--- src/rtl/positaccum_readout_16_pkg.sv ---
// Shared types and constants for the posit16 (es=2) accumulator readout.
// Serialized accumulator layout, MSB first:
//   {sgn, scale[7:0], fraction[FBITS_ACCUM-1:0], inf, zero}
package positaccum_readout_16_pkg;

  localparam int FBITS_ACCUM                      = 24;
  localparam int SCALE_BITS                       = 8;
  localparam int POSIT_SERIALIZED_WIDTH_ACCUM_ES2 = 1 + SCALE_BITS + FBITS_ACCUM + 2;

  localparam int          POSIT16_ES2_MAXPOS_SCALE = 56;
  localparam logic [15:0] POSIT16_NAR              = 16'h8000;
  localparam logic [14:0] POSIT16_MAG_MAX          = 15'h7FFF;
  localparam logic [14:0] POSIT16_MAG_MIN          = 15'h0001;

  typedef struct packed {
    logic                   sgn;
    logic [SCALE_BITS-1:0]  scale;
    logic [FBITS_ACCUM-1:0] fraction;
    logic                   inf;
    logic                   zero;
  } value_accum_t;

  // S1 -> S2: classified and clamped value, regime run length k and exponent e
  typedef struct packed {
    logic                   sgn;
    logic signed [4:0]      k;
    logic [1:0]             e;
    logic [FBITS_ACCUM-1:0] frac;
    logic                   zero;
    logic                   nar;
    logic                   sat_hi;
    logic                   sat_lo;
  } s1_t;

  // S2 -> S3: assembled magnitude plus rounding bits
  typedef struct packed {
    logic        sgn;
    logic [14:0] mag;
    logic        guard;
    logic        sticky;
    logic        zero;
    logic        nar;
    logic        sat_hi;
    logic        sat_lo;
  } s2_t;

  function automatic value_accum_t unpack_accum(
    input logic [POSIT_SERIALIZED_WIDTH_ACCUM_ES2-1:0] raw
  );
    value_accum_t v;
    v.sgn      = raw[POSIT_SERIALIZED_WIDTH_ACCUM_ES2-1];
    v.scale    = raw[POSIT_SERIALIZED_WIDTH_ACCUM_ES2-2 -: SCALE_BITS];
    v.fraction = raw[FBITS_ACCUM+1:2];
    v.inf      = raw[1];
    v.zero     = raw[0];
    return v;
  endfunction

endpackage

--- src/rtl/posit_round_encode_16.sv ---
// Combinational posit16 es=2 encoder, split into two halves so the caller can
// place a register between them.
//   assemble: k_i, e_i, frac_i           -> asm_mag_o, asm_guard_o, asm_sticky_o
//   round:    rnd_* (mag, rounding bits,
//             sign, specials, saturation) -> posit_o
module posit_round_encode_16
  import positaccum_readout_16_pkg::*;
(
  input  logic signed [4:0]       k_i,
  input  logic [1:0]              e_i,
  input  logic [FBITS_ACCUM-1:0]  frac_i,
  output logic [14:0]             asm_mag_o,
  output logic                    asm_guard_o,
  output logic                    asm_sticky_o,
  input  logic [14:0]             rnd_mag_i,
  input  logic                    rnd_guard_i,
  input  logic                    rnd_sticky_i,
  input  logic                    rnd_sgn_i,
  input  logic                    rnd_zero_i,
  input  logic                    rnd_nar_i,
  input  logic                    rnd_sat_hi_i,
  input  logic                    rnd_sat_lo_i,
  output logic [15:0]             posit_o
);

  logic [4:0]                 k_abs;
  logic [4:0]                 rlen;
  logic [15:0]                regime;
  logic [FBITS_ACCUM+1:0]     body;
  logic [47:0]                field;

  // Regime is built MSB-aligned in 16 bits (k=+14 needs 16 bits), then the
  // exponent/fraction body is shifted in directly behind it.
  always_comb begin
    k_abs = k_i[4] ? (5'd0 - k_i) : k_i;
    if (!k_i[4]) begin
      regime = ~(16'hFFFF >> (k_abs + 5'd1));
      rlen   = k_abs + 5'd2;
    end else begin
      regime = 16'h8000 >> k_abs;
      rlen   = k_abs + 5'd1;
    end
    body         = {e_i, frac_i};
    field        = {regime, 32'd0} | ({body, 22'd0} >> rlen);
    asm_mag_o    = field[47:33];
    asm_guard_o  = field[32];
    asm_sticky_o = |field[31:0];
  end

  logic [15:0] sum;
  logic [14:0] mag;

  // Rounding carry may ripple into the regime; that is still a valid,
  // monotonic posit, so only the extremes need clamping.
  always_comb begin
    sum = {1'b0, rnd_mag_i} + {15'd0, rnd_guard_i & (rnd_sticky_i | rnd_mag_i[0])};
    if (sum[15])              mag = POSIT16_MAG_MAX;
    else if (sum[14:0] == '0) mag = POSIT16_MAG_MIN;
    else                      mag = sum[14:0];
    if (rnd_sat_hi_i) mag = POSIT16_MAG_MAX;
    if (rnd_sat_lo_i) mag = POSIT16_MAG_MIN;
    posit_o = rnd_sgn_i ? (16'd0 - {1'b0, mag}) : {1'b0, mag};
    if (rnd_nar_i)       posit_o = POSIT16_NAR;
    else if (rnd_zero_i) posit_o = 16'h0000;
  end

endmodule

--- src/rtl/positaccum_readout_16.sv ---
// Three-stage readout: ES2 accumulator raw value -> rounded posit16 es=2.
//   clk, rst_n           clock / async active-low reset
//   in_data/valid/ready  serialized accumulator value, handshake
//   out_posit/valid/ready encoded posit16, handshake
// S1 classify/clamp, S2 assemble, S3 round/sign. All stages advance together
// unless the output is held; a held output freezes the whole pipe.
module positaccum_readout_16
  import positaccum_readout_16_pkg::*;
#(
  parameter int NBITS = 16,
  parameter int ES    = 2
) (
  input  logic                                        clk,
  input  logic                                        rst_n,
  input  logic [POSIT_SERIALIZED_WIDTH_ACCUM_ES2-1:0] in_data,
  input  logic                                        in_valid,
  output logic                                        in_ready,
  output logic [NBITS-1:0]                            out_posit,
  output logic                                        out_valid,
  input  logic                                        out_ready
);

  localparam logic signed [7:0] SCALE_MAX = 8'(POSIT16_ES2_MAXPOS_SCALE);
  localparam logic signed [7:0] SCALE_MIN = -SCALE_MAX;

  value_accum_t      acc;
  logic signed [7:0] scale_s;
  logic signed [7:0] clamped;
  s1_t               s1_d, s1_q;
  s2_t               s2_d, s2_q;
  logic              s1_valid_q, s2_valid_q;
  logic              out_valid_q;
  logic [NBITS-1:0]  out_posit_q;
  logic              ready_en_q;
  logic              stall;
  logic [15:0]       posit_c;
  logic [14:0]       asm_mag;
  logic              asm_guard, asm_sticky;

  assign stall    = out_valid_q & ~out_ready;
  // ready_en_q keeps in_ready low until the first clock after reset release
  assign in_ready = ready_en_q & ~stall;

  always_comb begin
    acc        = unpack_accum(in_data);
    scale_s    = $signed(acc.scale);
    s1_d       = '0;
    s1_d.sgn   = acc.sgn;
    s1_d.nar   = acc.inf;
    s1_d.zero  = acc.zero & ~acc.inf;
    s1_d.sat_hi = scale_s > SCALE_MAX;
    s1_d.sat_lo = scale_s < SCALE_MIN;
    if (s1_d.sat_hi)      clamped = SCALE_MAX;
    else if (s1_d.sat_lo) clamped = SCALE_MIN;
    else                  clamped = scale_s;
    s1_d.k    = 5'(clamped >>> ES);
    s1_d.e    = clamped[ES-1:0];
    s1_d.frac = acc.fraction;
  end

  posit_round_encode_16 u_enc (
    .k_i          (s1_q.k),
    .e_i          (s1_q.e),
    .frac_i       (s1_q.frac),
    .asm_mag_o    (asm_mag),
    .asm_guard_o  (asm_guard),
    .asm_sticky_o (asm_sticky),
    .rnd_mag_i    (s2_q.mag),
    .rnd_guard_i  (s2_q.guard),
    .rnd_sticky_i (s2_q.sticky),
    .rnd_sgn_i    (s2_q.sgn),
    .rnd_zero_i   (s2_q.zero),
    .rnd_nar_i    (s2_q.nar),
    .rnd_sat_hi_i (s2_q.sat_hi),
    .rnd_sat_lo_i (s2_q.sat_lo),
    .posit_o      (posit_c)
  );

  always_comb begin
    s2_d        = '0;
    s2_d.sgn    = s1_q.sgn;
    s2_d.mag    = asm_mag;
    s2_d.guard  = asm_guard;
    s2_d.sticky = asm_sticky;
    s2_d.zero   = s1_q.zero;
    s2_d.nar    = s1_q.nar;
    s2_d.sat_hi = s1_q.sat_hi;
    s2_d.sat_lo = s1_q.sat_lo;
  end

  always_ff @(posedge clk or negedge rst_n) begin
    if (!rst_n) begin
      ready_en_q  <= 1'b0;
      s1_valid_q  <= 1'b0;
      s2_valid_q  <= 1'b0;
      out_valid_q <= 1'b0;
      s1_q        <= '0;
      s2_q        <= '0;
      out_posit_q <= '0;
    end else begin
      ready_en_q <= 1'b1;
      if (!stall) begin
        s1_valid_q  <= in_valid & in_ready;
        s1_q        <= s1_d;
        s2_valid_q  <= s1_valid_q;
        s2_q        <= s2_d;
        out_valid_q <= s2_valid_q;
        out_posit_q <= posit_c;
      end
    end
  end

  assign out_valid = out_valid_q;
  assign out_posit = out_posit_q;

endmodule
--- config.mk ---
export PLATFORM = sky130hd
export DESIGN_NAME = positaccum_readout_16
export DESIGN_NICKNAME = d
export VERILOG_FILES = /design/src/rtl/positaccum_readout_16_pkg.sv /design/src/rtl/posit_round_encode_16.sv /design/src/rtl/positaccum_readout_16.sv
export SDC_FILE = /design/constraint.sdc
export NUM_CORES = 1
export LEC_CHECK = 0
export ABC_CLOCK_PERIOD_IN_PS = 3400
export BUFFER_PORTS_ARGS = -buffer_cell sky130_fd_sc_hd__buf_2
export CAP_MARGIN = 40
export CORE_MARGIN = 2
export CORE_UTILIZATION = 53
export DETAILED_ROUTE_END_ITERATION = 10
export GPL_TIMING_DRIVEN = 0
export PLACE_DENSITY = 0.76
export SLEW_MARGIN = 10
export SYNTH_ARGS = -nofsm -noshare
export SYNTH_HDL_FRONTEND = slang
export SYNTH_SLANG_ARGS = --single-unit
export TNS_END_PERCENT = 50
--- constraint.sdc ---
create_clock -name clk -period 3.4 [get_ports clk]
set_input_delay 0.17 -clock clk [delete_from_list [all_inputs] [get_ports clk]]
set_output_delay 0.17 -clock clk [all_outputs]
set_load 0.02 [all_outputs]
== Yosys cells after proc, flatten, opt, wreduce, memory -nomap -nowiden ==
Index checks and enable logic that the tools add are counted.
Storage, ports and cells
  register bits after elaboration: 78
  output and inout port bits: 18
  logic and storage cells: 56
  bits of input ports: 39
Operators by class
  reductions and logical operators: 2
  order comparisons: 2
  bitwise logic cells: 11
  muxes and demuxes: 12
  add/sub/neg operators: 5
  shift-type cells: 3
Operators by type and width (number)
  $mux 16: 4
  $mux 15: 4
  $or 48x48->48: 1
  $shr 48x5->48: 1
  $reduce_or 32->1: 1
  $shr 16x5->16 const A: 2
  $add 15x1->16: 1
  $not 16->16: 1
  $sub 1x15->16 const A: 1
  $logic_not 15->1: 1
  $mux 7: 2
  $mux 5: 2
  $gt 8x7->1 const B: 1
  $lt 8x7->1 const B: 1
  $add 5x1->5 const B: 1
  $add 5x2->5 const B: 1
  $and 1x1->1: 5
  $sub 1x5->5 const A: 1
  $not 1->1: 3
  $or 1x1->1: 1

== Logic depth before layout (Yosys ltp) ==
  depth after elaboration: 12
  mapped depth: 16

== By module ==
Synthesis repeated with hierarchy kept, for this count alone.
Second synthesis, totals
  cells, all modules: 662
  area total of the unflattened synthesis: 6098.3 sq um
By module, submodules not included
  posit_round_encode_16: instances 1, area each 3114.2 sq um, cells each 473
  positaccum_readout_16: instances 1, area each 2984.1 sq um, cells each 189

== Worst setup path before layout ==
OpenSTA, ideal clock, no wires.
  path kind: register to register
  start point: register s2_q[6] (netlist name)
  end point: register out_posit_q[14], in the netlist out_posit[14]
  buffers on the path: 0
  stages on the path, launching flop included: 16
  clock period less this slack: 3.431 ns
  slack: -0.031 ns
  data arrival time: 3.305 ns
  setup time: 0.126 ns
  path through: dfrtp_1 -> o21a_1 -> ha_1 -> ha_1 -> a311o_1 -> o31ai_1 -> a31oi_1 -> or4b_1 -> o21ai_2 -> nor3_1 -> ha_1 -> inv_1 -> nor2_1 -> o21ai_0 -> o22ai_1 -> a221o_1
On the way
  word-level cells in the longest chain between the ends: 12
RTL lines
  start, declared: line positaccum_readout_16.sv:30  | s2_t s2_d, s2_q;
  start signal, assigned: line positaccum_readout_16.sv:98  | s2_q <= '0;
  start signal, assigned: line positaccum_readout_16.sv:106  | s2_q <= s2_d;
  $or 1x1->1: line posit_round_encode_16.sv:56  | sum = {1'b0, rnd_mag_i} + {15'd0, rnd_guard_i & (rnd_sticky_i | rnd_mag_i[0])};
  $and 1x1->1: line posit_round_encode_16.sv:56
  $add 15x1->16 (*): line posit_round_encode_16.sv:56
  $logic_not 15->1: line posit_round_encode_16.sv:58  | else if (sum[14:0] == '0) mag = POSIT16_MAG_MIN;
  $mux 15: line posit_round_encode_16.sv:58
  $mux 15 (*): line posit_round_encode_16.sv:57  | if (sum[15]) mag = POSIT16_MAG_MAX;
  $mux 15 (*): line posit_round_encode_16.sv:60  | if (rnd_sat_hi_i) mag = POSIT16_MAG_MAX;
  $mux 15 (*): line posit_round_encode_16.sv:61  | if (rnd_sat_lo_i) mag = POSIT16_MAG_MIN;
  $sub 1x15->16: line posit_round_encode_16.sv:62  | posit_o = rnd_sgn_i ? (16'd0 - {1'b0, mag}) : {1'b0, mag};
  $mux 16 (*): line posit_round_encode_16.sv:62
  $mux 16 (*): line posit_round_encode_16.sv:64  | else if (rnd_zero_i) posit_o = 16'h0000;
  $mux 16 (*): line posit_round_encode_16.sv:63  | if (rnd_nar_i) posit_o = POSIT16_NAR;
  end signal, assigned: line positaccum_readout_16.sv:108  | out_posit_q <= posit_c;
  end, declared: line positaccum_readout_16.sv:33  | logic [NBITS-1:0] out_posit_q;
Mark *: on every way between the ends. The rest lies on a longest branch, timed or not.
A chain may end at the register's enable or synchronous reset.

== Worst setup path in the final report ==
  start point: register s2_q[6] (netlist name)
  end point: register out_posit_q[12], in the netlist out_posit[12]
The elaborated chain is that of the path after synthesis.

==> out/qor.yml <==
floorplanning:
  initial_core_util_pct: 54.4
  die_area_mm2: 0.0114
  core_area_mm2: 0.0103
  pin_count: 57
  rows: 37
  die_x_um: 107
  die_y_um: 107
timing:
  tightest_slew_ns: 0.715
  final_hold_viol_count: 0
  fin_hold_ws_ns: 0.0131
  max_freq_ghz: 0.299
  post-route-period-util_pct: 98.5
  finalSetupViolCount: 0
  slew_headroom_pct: 51.7
  fin_setup_tns_ns: 0
  skew_ns: 0.0127
  period_needed_ns: 3.35
  rsz0062_at_grt: "true"
  maxSlewViolCount: 0
drt:
  drt_iter0_drc: 383
  vias: 5772
  drt-total-wl_mm: 17.4
  post_drt_via_cell_ratio: 6.06
  drc_errors: 0
  first_pass_iters: 5
  ant_nets: 0
  wire_per_inst_um: 18.3
clock_tree:
  clkLatencyLatePin_ns: 0.37
  cts_buffer_depth: 2
  htree_levels: 3
  cts_tree: "yes"
  clock_tree.root_cell: "clkbuf_8"
  clk_pin_slew_ns: 0.09
  cts_buffers: 9
  cts.sinks: 78
grt:
  use_met1_pct: 38.0
  track_usage_pct: 31.0
  overflow: 0
  grt_pass1_wl_mm: 27.8
  grt_max_degree: 64
  grt_pass1_vias: 5530
  grt.busiest_layer: "met2"
  grt_use_met3_pct: 3.95
  antenna_found_initial: 0
  grt_use_met2_pct: 55.6
worst_setup_path:
  cp.required_ns: 3.65
  critPathMaxStageDelay_ns: 0.55
  crit_buf_inv: 2
  crit_path_end_kind: "flop"
  critical_path_class: "flop to flop"
  crit_path_max_fanout: 6
  cp_top_family: "compound AO/OA/AOI/OAI gates"
  critPathSlowestCell: "or4b_4"
  crit_chain: "o21a_1, ha_4, ha_4, a311o_1, o31ai_1, a31oi_1, or4b_4, o21ai_4, nor3_4, ha_2, inv_2, nor2_2, o21ai_2, buf_4, o21ai_2, nand3_1, nand3_1"
  cp-start-kind: "flop"
  cp.arrival_ns: 3.60
outcome:
  outcome: "finished clean"
place:
  dp.cells: 896
  io_buffers: 56
  place.gp.congestion: 0.964
  hpwl_mm: 12.5
logic_synthesis:
  ys.flop_type: "dfrtp_1"
  ys_seq_elements: 78
  synthMuxAreaShare_pct: 6.48
  mappedNetlistArea_mm2: 0.00560
  avgSynthCellArea_um2: 7.97
  synth-edff-count: 0
  syn-num-nets: 753
  yosys.area_share.simple_pct: 25.4
  yosysTopAreaCellShare_pct: 34.9
  synth-adder-area-share_pct: 2.68
  yosysSeqAreaShare_pct: 34.9
  yosys-top-cells-area: "dfrtp_1 35%, nand2_1 11%, mux2i_1 6.1%"
  synth_cell_types: 72
  synth_top_family_by_area: "simple AND/OR/NAND/NOR gates"
  synth-async-reset-ratio_pct: 100
  synth_area_leader_cell: "dfrtp_1"
  synth_common_cells: "161 x nand2_1, 78 x dfrtp_1, 58 x nor2_1"
  yosysMostFrequentCell: "nand2_1"
  synth_compound_area_share_pct: 20.6
  synth_xor_area_share_pct: 5.28
  synthCells: 702
  ys_warn_count: 0
power_and_ir_drop:
  ir_drop_mv: 0.357
  power_leakage_nw: 3.06
  total_power_w: 0.00538
  power_density_mw_per_mm2: 782
finish:
  final_net_count: 862
  seq_area_mm2: 0.00195
  num_antenna_cells: 0
  drive_above_1_share_pct: 19.4
  fin_cells: 952
  multiInputGateArea_mm2: 0.00360
  fillers: 881
  synthToLayoutAreaGrowth_pct: 22.9
min_path:
  hp-class: "input pin to flop"
job:
  max_cap_viol_count: 0
==> flip-flops by register name, summed over array words and instances, names as in the netlist <==
name / cells
s1_q: 36
s2_valid_q: 1
out_posit: 16
ready_en_q: 1
out_valid: 1
s2_q: 22
s1_valid_q: 1
==> placed cells by master, fill, tap and decap left out, types with 11 or more instances in the layout <==
cell type and n:
nand2_1 160, dfrtp_1 76, buf_2 61, nor2_1 56, a21oi_1 37, o21ai_0 34
mux2i_1 30, nand3_1 28, buf_4 25, clkbuf_1 23, dlygate4sd3_1 21, a31oi_1 18
xnor2_1 17, xor2_1 12, inv_1 11
==> logic make-up (layout without fill, tap and decap cells) <==
family / Yosys count / after routing
compound gates: 173 / 173
xor+xnor: 32 / 32
fa+ha+maj: 12 / 12
buf+inv: 56 / 170
flops: 78 / 78
mux: 36 / 36
other cells: 1 / 1
simple gates: 314 / 314
==> worst paths after layout <==
check | from | endpoint | slack [ns] | cells after the start
worst max-delay path | s2_q[6] | out_posit[12] | 0.05 | 17
worst min-delay path | in_data[21] | s1_q[23] | 0.01 | 3
worst max register to register | s2_q[6] | out_posit[12] | 0.05 | 17
worst min register to register | s2_valid_q | out_valid | 0.47 | 1
max in group asynchronous | rst_n | s1_q[23] | 2.59 | 3
min in group asynchronous | rst_n | out_posit[9] | 0.20 | 2
==> layer usage <==
metal / up-vias / share of wire [%]
li1: 2717 / -
met2: 197 / 52
met3: 37 / 3.9
met5: - / 0
met4: 0 / 2.4
met1: 2821 / 42
==> stage by stage <==
step                setup slack, ns  instance area (µm²)  util, %
CTS                         0.00313                 6690     65.1
detailed placement           -0.618                 6090     59.3
global placement             -0.573                 6060     59.0
global route                -0.0501                 6880     66.9
finish                       0.0503                 6880     66.9
floorplan                    0.0355                 5610        -
==> tightest hold or removal path: cells and delay by family <==
family | cells | cell delay (ns)
buffers and inverters | 1 | 0.08
AND/OR/NAND/NOR | 2 | 0.10
==> power by group <==
part	leakage, nW	switching (W)	internal (W)
sequential	0.945	0.000243	0.00120
clock	0.103	0.000394	0.000351
combinational	2.01	0.00193	0.00126
==> area by class of cell <==
type | instances | area share [%]
Buffer | 41 | 3.15
Inverter | 15 | 0.873
Sequential cell | 78 | 28.4
Multi-Input combinational cell | 568 | 52.4
Clock buffer | 9 | 1.80
Clock inverter | 7 | 1.20
Timing Repair Buffer | 98 | 9.72
Tap cell | 136 | 2.47
==> repair_timing <==
item                                    in CTS  in global routing
gates resized for setup                     20                 31
hold buffers                                21                  0
pin swaps                                    3                 15
endpoints found under the setup margin      22                 14
gates cloned                                 0                  0
buffers inserted                            11                  8
endpoints found under the hold margin       35                  0
(Power assumes the default switching activity.)
